File: src/rtl/adder_tree_seq_pkg.sv
// Shared types and width helpers for the time-multiplexed 4-operand adder tree.
package adder_tree_seq_pkg;

  localparam int DEF_A_W = 4;
  localparam int DEF_C_W = 8;

  typedef enum logic [2:0] {
    IDLE,
    S_AB,
    S_CD,
    S_TOT,
    S_OUT
  } state_e;

  // Width of an unsigned sum of two w-bit values.
  function automatic int sum_w(input int w);
    return w + 1;
  endfunction

endpackage

File: src/rtl/adder_tree_seq_shared_adder.sv
// Combinational W-bit adder; callers zero-extend operands so no carry is lost.
module shared_adder #(
  parameter int W = 10
) (
  input  logic [W-1:0] x_i,
  input  logic [W-1:0] y_i,
  output logic [W-1:0] s_o
);

  assign s_o = x_i + y_i;

endmodule

File: src/rtl/adder_tree_seq.sv
// Sequencer running a+b, c+d and their total through one shared adder.
// Optional statistics outputs are enabled by defining ADDER_TREE_SEQ_STATS_EN.
module adder_tree_seq
  import adder_tree_seq_pkg::*;
#(
  parameter int A_W = DEF_A_W,
  parameter int C_W = DEF_C_W
) (
  input  logic           clk,
  input  logic           rst_n,
  input  logic           in_valid,
  output logic           in_ready,
  input  logic [A_W-1:0] a,
  input  logic [A_W-1:0] b,
  input  logic [C_W-1:0] c,
  input  logic [C_W-1:0] d,
  output logic           out_valid,
  input  logic           out_ready,
  output logic [A_W:0]   sum1,
  output logic [C_W:0]   sum2,
  output logic [C_W+1:0] sum3,
`ifdef ADDER_TREE_SEQ_STATS_EN
  output logic [15:0]    op_count,
  output logic [C_W+1:0] max_sum3,
`endif
  output logic           busy
);

  localparam int S1_W  = sum_w(A_W);
  localparam int S2_W  = sum_w(C_W);
  localparam int S3_W  = sum_w(S2_W);
  localparam int ADD_W = C_W + 2;

  state_e          state_q, state_d;
  logic [A_W-1:0]  a_q, a_d, b_q, b_d;
  logic [C_W-1:0]  c_q, c_d, d_q, d_d;
  logic [S1_W-1:0] sum1_q, sum1_d;
  logic [S2_W-1:0] sum2_q, sum2_d;
  logic [S3_W-1:0] sum3_q, sum3_d;
  logic            out_valid_q, out_valid_d;

  logic [ADD_W-1:0] add_x, add_y, add_s;
  logic             accept, out_hs;

  assign in_ready = (state_q == IDLE) || (state_q == S_OUT && out_ready);
  assign accept   = in_valid && in_ready;
  assign out_hs   = out_valid_q && out_ready;

  // Operand select for the single adder; sum1 <= C_W+1 bits so every step fits ADD_W.
  always_comb begin
    add_x = '0;
    add_y = '0;
    case (state_q)
      S_AB:  begin add_x = ADD_W'(a_q);    add_y = ADD_W'(b_q);    end
      S_CD:  begin add_x = ADD_W'(c_q);    add_y = ADD_W'(d_q);    end
      S_TOT: begin add_x = ADD_W'(sum1_q); add_y = ADD_W'(sum2_q); end
      default: ;
    endcase
  end

  shared_adder #(.W(ADD_W)) u_add (
    .x_i (add_x),
    .y_i (add_y),
    .s_o (add_s)
  );

  always_comb begin
    state_d     = state_q;
    a_d         = a_q;
    b_d         = b_q;
    c_d         = c_q;
    d_d         = d_q;
    sum1_d      = sum1_q;
    sum2_d      = sum2_q;
    sum3_d      = sum3_q;
    out_valid_d = out_valid_q;
    if (accept) begin
      a_d = a;
      b_d = b;
      c_d = c;
      d_d = d;
    end
    case (state_q)
      IDLE:  if (accept) state_d = S_AB;
      S_AB:  begin sum1_d = add_s[S1_W-1:0]; state_d = S_CD;  end
      S_CD:  begin sum2_d = add_s[S2_W-1:0]; state_d = S_TOT; end
      S_TOT: begin
        sum3_d      = add_s[S3_W-1:0];
        out_valid_d = 1'b1;
        state_d     = S_OUT;
      end
      S_OUT: if (out_ready) begin
        out_valid_d = 1'b0;
        state_d     = in_valid ? S_AB : IDLE;
      end
      default: state_d = IDLE;
    endcase
  end

  always_ff @(posedge clk or negedge rst_n) begin
    if (!rst_n) begin
      state_q     <= IDLE;
      a_q         <= '0;
      b_q         <= '0;
      c_q         <= '0;
      d_q         <= '0;
      sum1_q      <= '0;
      sum2_q      <= '0;
      sum3_q      <= '0;
      out_valid_q <= 1'b0;
    end else begin
      state_q     <= state_d;
      a_q         <= a_d;
      b_q         <= b_d;
      c_q         <= c_d;
      d_q         <= d_d;
      sum1_q      <= sum1_d;
      sum2_q      <= sum2_d;
      sum3_q      <= sum3_d;
      out_valid_q <= out_valid_d;
    end
  end

  assign sum1      = sum1_q;
  assign sum2      = sum2_q;
  assign sum3      = sum3_q;
  assign out_valid = out_valid_q;
  assign busy      = (state_q != IDLE);

`ifdef ADDER_TREE_SEQ_STATS_EN
  logic [15:0]     op_count_q, op_count_d;
  logic [S3_W-1:0] max_sum3_q, max_sum3_d;

  always_comb begin
    op_count_d = op_count_q;
    max_sum3_d = max_sum3_q;
    if (out_hs) begin
      op_count_d = op_count_q + 16'd1;
      if (sum3_q > max_sum3_q) max_sum3_d = sum3_q;
    end
  end

  always_ff @(posedge clk or negedge rst_n) begin
    if (!rst_n) begin
      op_count_q <= '0;
      max_sum3_q <= '0;
    end else begin
      op_count_q <= op_count_d;
      max_sum3_q <= max_sum3_d;
    end
  end

  assign op_count = op_count_q;
  assign max_sum3 = max_sum3_q;
`else
  logic unused_hs;
  assign unused_hs = out_hs;
`endif

endmodule
File: config.mk
export PLATFORM = sky130hd
export DESIGN_NAME = adder_tree_seq
export DESIGN_NICKNAME = d
export VERILOG_FILES = /design/src/rtl/adder_tree_seq_pkg.sv /design/src/rtl/adder_tree_seq_shared_adder.sv /design/src/rtl/adder_tree_seq.sv
export SDC_FILE = /design/constraint.sdc
export NUM_CORES = 1
export LEC_CHECK = 0
export ABC_CLOCK_PERIOD_IN_PS = 3700
export BUFFER_PORTS_ARGS = -buffer_cell sky130_fd_sc_hd__buf_2
export CELL_PAD_IN_SITES_DETAIL_PLACEMENT = 1
export CELL_PAD_IN_SITES_GLOBAL_PLACEMENT = 1
export CORE_MARGIN = 4
export CORE_UTILIZATION = 40
export CTS_CLUSTER_DIAMETER = 50
export CTS_CLUSTER_SIZE = 16
export DETAILED_ROUTE_END_ITERATION = 12
export GPL_TIMING_DRIVEN = 1
export PLACE_DENSITY = 0.74
export SETUP_SLACK_MARGIN = 0.5
export SYNTH_ARGS = -nofsm -noshare
export SYNTH_HDL_FRONTEND = slang
export SYNTH_SLANG_ARGS = --single-unit
File: constraint.sdc
create_clock -name clk -period 3.7 [get_ports clk]
set_input_delay 0.185 -clock clk [delete_from_list [all_inputs] [get_ports clk]]
set_output_delay 0.185 -clock clk [all_outputs]
set_load 0.02 [all_outputs]
# Word-level counts from Yosys, hierarchy flattened
# Index checks and enable logic that the tools add are counted.
[totals]
word_cells = 32
output_inout_bits = 27
input_bits = 28
register_bits = 52
[classes]
n_addsub = 1
n_eq_ne = 6
reduce_logical = 8
muxes = 8
[ops]
columns = ["operator", "count"]
rows = [
  ["$pmux 9 s3", 1],
  ["$pmux 8 s3", 1],
  ["$pmux 3 s5", 1],
  ["$add 8x9->10", 1],
  ["$eq 3x2->1 const B", 2],
  ["$mux 3", 2],
  ["$ne 2x2->1 const B", 2],
  ["$reduce_and 2->1", 2],
  ["$eq 3x1->1 const B", 1],
  ["$eq 3x3->1 const B", 1],
  ["$logic_not 3->1", 1],
  ["$reduce_bool 3->1", 1],
  ["$logic_and 1x1->1", 2],
  ["$mux 1", 2],
  ["$pmux 1 s2", 1],
  ["$reduce_bool 2->1", 1],
  ["$logic_or 1x1->1", 1],
]

# Longest topological paths before layout
[depth]
depth_word = 6
depth_mapped = 13
mapped_depth_nobuf = 11

# Cells and area by module
# From an unflattened synthesis, not the netlist that was laid out.
[unflattened]
hier_cells = 218
hier_area_um2 = 2733.9
[modules_own_cells]
columns = ["module", "area_each_um2", "n_inst", "seq_area_each_um2", "cells_each"]
rows = [
  ["adder_tree_seq", 2348.5, 1, 1301.2, 167],
  ["shared_adder", 385.4, 1, 0.0, 51],
]

# Worst setup path after synthesis
# No wires, ideal clock.
[synth_timing]
path_type = "register to register"
from = "register state_q[1]"
to = "register sum3_q[8] (netlist: sum3[8])"
arrival_ns = 2.485
path_buffers = 2
path_slack_ns = 1.083
period_less_slack_ns = 2.617
setup_time_ns = 0.132
path_stages_with_launch = 14
required_ns = 3.568
cell_sequence = "dfrtp_1 > buf_6 > buf_2 > mux2_2 > a22oi_1 > nor2_1 > ha_1 > inv_1 > fa_1 > nand2b_1 > a21oi_1 > a211oi_2 > o41ai_1 > or3b_1"
[synth_between]
elab_chain_cells = 3
elab_cells_between_ends = 6
cone_classes = "add/sub (1); eq/ne (3); mux (2)"
[synth_rtl]
columns = ["element", "line_no", "rtl"]
rows = [
  ["start: declaration", "adder_tree_seq.sv:34", "state_e state_q, state_d;"],
  ["start signal: assignment", "adder_tree_seq.sv:112", "state_q <= state_d;"],
  ["$eq 3x2->1 (tied with other cells)", "adder_tree_seq.sv:53, adder_tree_seq.sv:83", ""],
  ["$pmux 8 s3 or $pmux 9 s3 (tied branches)", "adder_tree_seq.sv:53", "case (state_q)"],
  ["$add 8x9->10", "adder_tree_seq_shared_adder.sv:10", "assign s_o = x_i + y_i;"],
  ["end signal: assignment", "adder_tree_seq.sv:119", "sum3_q <= sum3_d;"],
  ["end: declaration", "adder_tree_seq.sv:39", "logic [S3_W-1:0] sum3_q, sum3_d;"],
]
# Parallel ways exist; a longest one is shown, timed or not.
# A chain may end at the register's enable or synchronous reset.

# Worst setup path in the final report
# Ends and elaborated chain as after synthesis.

==> impl_metrics.toml <==
[power]
ir_drop_uv = 376
pwr-share-comb_pct = 51.7
seqPwrFrac_pct = 35.1
leakage_uw = 0.00147
p_int_uw = 1650
total_power_uw = 2930
power_density_mw_per_mm2 = 961
p_sw_share_pct = 43.5
p_clk_share_pct = 13.3
switchingPower_uw = 1270

[logic_synthesis]
ys.flop_type = "dfrtp_1"
ys_types = 38
seq_area_frac_synth_pct = 49.6
synth_nets = 274
synthArstFlopShare_pct = 100
synth_top_family_by_area = "multiplexers"
netlist_instances = 237
synth-edff-count = 0
synthAdderAreaFrac_pct = 4.58
synth.mux.area_fraction_pct = 14.2
synth_top_cell_by_area = "dfrtp_1"
synth-seq-cells = 52
synth_compound_gate_area_share_pct = 13.1
postSynthAreaPerCell_um2 = 11.1
synth_xor_area_share_pct = 2.00
synth_warnings = 0
synthSimpleGateAreaFrac_pct = 12.9
yosysTopAreaCellShare_pct = 49.6
synth_common_cells = "52 x dfrtp_1, 35 x nand2_1, 20 x o21ai_0, 19 x mux2_2, 14 x mux2_1"
syn_area_mm2 = 0.00262
netlist_top_cells_area = "dfrtp_1 50%, mux2_2 8.2%, mux2_1 6.0%"
yosysMostFrequentCell = "dfrtp_1"

[final_layout]
antenna_cells = 0
final_layout_size_suffix_gt1_share_pct = 31.4
stdcell_count = 367
fillers = 756
nets = 326
area_growth_pct = 16.1

[grt]
grt_max_degree = 53
grt_util_all_layers_pct = 17.1
antenna_found_initial = 0
grt_pass1_vias = 2016
grt_overflow_total = 0
grt_pass1_wl_um = 10400

[critical_path]
worstSetupPathType = "reg2reg"
cp-end-kind = "flop"
setup.worst_path.start_class = "flop"
path_common_cell = "buf_4"
max_stage_delay_ps = 490
cp_top_family = "compound AO/OA/AOI/OAI gates"
arrival_ps = 3080
crit_buf_inv = 2
slowest_stage = "dfrtp_1"
path_max_fanout = 11
crit_chain = "buf_4 > nor2b_4 > nor2b_1 > buf_4 > a22o_1 > ha_1 > o211ai_1 > a21oi_1 > a211oi_2 > o41ai_1 > or3b_1"
required_ps = 3890

[detailed_routing]
routedWlPerCell_um = 16.9
drtPass1Iterations = 4
drt-total-wl_um = 6220
via_per_inst = 5.28
drtAntennaViolNets = 0
drtIter0Drc = 53
vias = 1939
drc = 0

[worst_hold_path]
hold_class = "in2async"

[run]
cap_viol_max_count = 0

[cts]
cts_setup_buffers = 0
path_clk_slew_ps = 100
cts_buffers = 5
clockRootBuffer = "clkbuf_8"
cts_tree = "yes"
clockBufferDepth = 2
worstSkewPairLatency_ps = 310
cts.sinks = 52
cts.htree.levels = 2

[timing]
fin_setup_tns_ps = 0
min_period_ps = 2890
tightest_slew_ps = 658
whs_ps = -17.4
worst_slack_ps = 815
finalSetupViolCount = 0
hold_violations = 26
clock-skew-final_ps = 9.42
finalCritPeriodShare_pct = 78.0
rsz0062_at_grt = "no"
slew_headroom_pct = 56.1
clock.fmax_mhz = 347
drv_slew = 0

[floorplan]
rows = 29
die_area_mm2 = 0.00792
die_h_um = 89.0
core_mm2 = 0.00635
die_w_um = 89.0
ios = 55
initial_core_util_pct = 41.3

[status]
outcome = "finished with violations"
failed_checks = "hold timing"

[place]
post-place-ws_ps = 733
gp_congestion = 0.904
dp_hpwl_um = 4650
post-place-cells = 359
io_buffers = 54
-- power by group through the flow --
stage	Combinational, µW	Clock [µW]	Sequential [µW]
after detailed placement	1520	0	1040
after floorplan	1030	0	1080
after global routing	1700	423	1070
final	1510	389	1030
after global placement	1470	0	1030
after CTS	1530	399	1030
-- registers in the layout, summed over array words and instances, names as in the netlist --
register	count
out_valid	1
sum2	9
sum1	5
c_q	8
sum3	10
b_q	4
d_q	8
a_q	4
state_q	3
-- final cells by class --
class                           instances  area, µm²  area share (%)
Inverter                                3       11.3           0.370
Sequential cell                        52       1300            42.7
Clock buffer                            6       72.6            2.38
Multi-Input combinational cell        169       1230            40.3
Tap cell                               77       96.3            3.16
Clock inverter                          2       35.0            1.15
Timing Repair Buffer                   58        300            9.86
-- cells by family after synthesis --
| logic type | Yosys count |
|---|---|
| xor gates and xnor gates | 6 |
| and+or+nand+nor | 68 |
| AOI/OAI and AO/OA | 53 |
| buffers and inverters | 16 |
| adders and majority gates | 9 |
| muxes | 33 |
| DFF | 52 |
-- stage by stage --
| step | util [%] | instance area (µm²) | hold WS, ps |
|---|---|---|---|
| finish | 48.0 | 3050 | -17.4 |
| global placement | 46.2 | 2940 | 342 |
| detailed placement | 46.2 | 2940 | 348 |
| global route | 48.0 | 3050 | 30.1 |
| floorplan | - | 2620 | -111 |
| CTS | 47.9 | 3040 | 6.10 |
-- routing by layer --
metal	GRT usage (%)	routed length, µm
met1	23.7	2880
met5	0	0
met4	6.63	99
met2	27.0	2960
met3	2.86	274
-- cell usage in the layout (no fill, tap or decap), types with 2 or more instances in the layout --
cell type,n
xor2_1,5
and2_1,3
ha_1,8
o31ai_1,2
o211ai_1,3
nor2_1,12
a22oi_1,6
a211oi_1,2
a21oi_1,7
buf_2,54
o21a_1,2
a22o_1,5
a21o_1,4
nand2b_1,4
inv_1,3
buf_4,4
nand2_1,35
mux2_1,14
nor2b_1,3
clkbuf_8,5
o21ai_0,20
mux2_2,19
dfrtp_1,52
-- worst register-to-register path, cell delays in order (launching register included) --
cell and delay (ps):
dfrtp_1 490, buf_4 230, nor2b_4 150, nor2b_1 160, buf_4 180, a22o_1 260, ha_1 350, o211ai_1 120
a21oi_1 70, a211oi_2 290, o41ai_1 120, or3b_1 360
-- final timing paths --
path,startpoint,to,slack [ps],cells after the start
max,state_q[1]$_DFFE_PN0P_,sum3[8]$_DFFE_PN0N_,810,11
min,rst_n,d_q[0]$_DFFE_PN0P_,-20,2
max reg2reg,state_q[1]$_DFFE_PN0P_,sum3[8]$_DFFE_PN0N_,810,11
min reg2reg,sum3[5]$_DFFE_PN0N_,sum3[5]$_DFFE_PN0N_,480,2
max in group asynchronous,rst_n,sum3[2]$_DFFE_PN0N_,3280,2
min in group clk,a[2],a_q[2]$_DFFE_PN0P_,80,2
-- repair_timing --
action                                  CTS  global route
endpoints found under the setup margin    0             1
resized for setup                         0             1
hold buffers                              0             0
No activity file was read; power rests on OpenSTA's default activity.
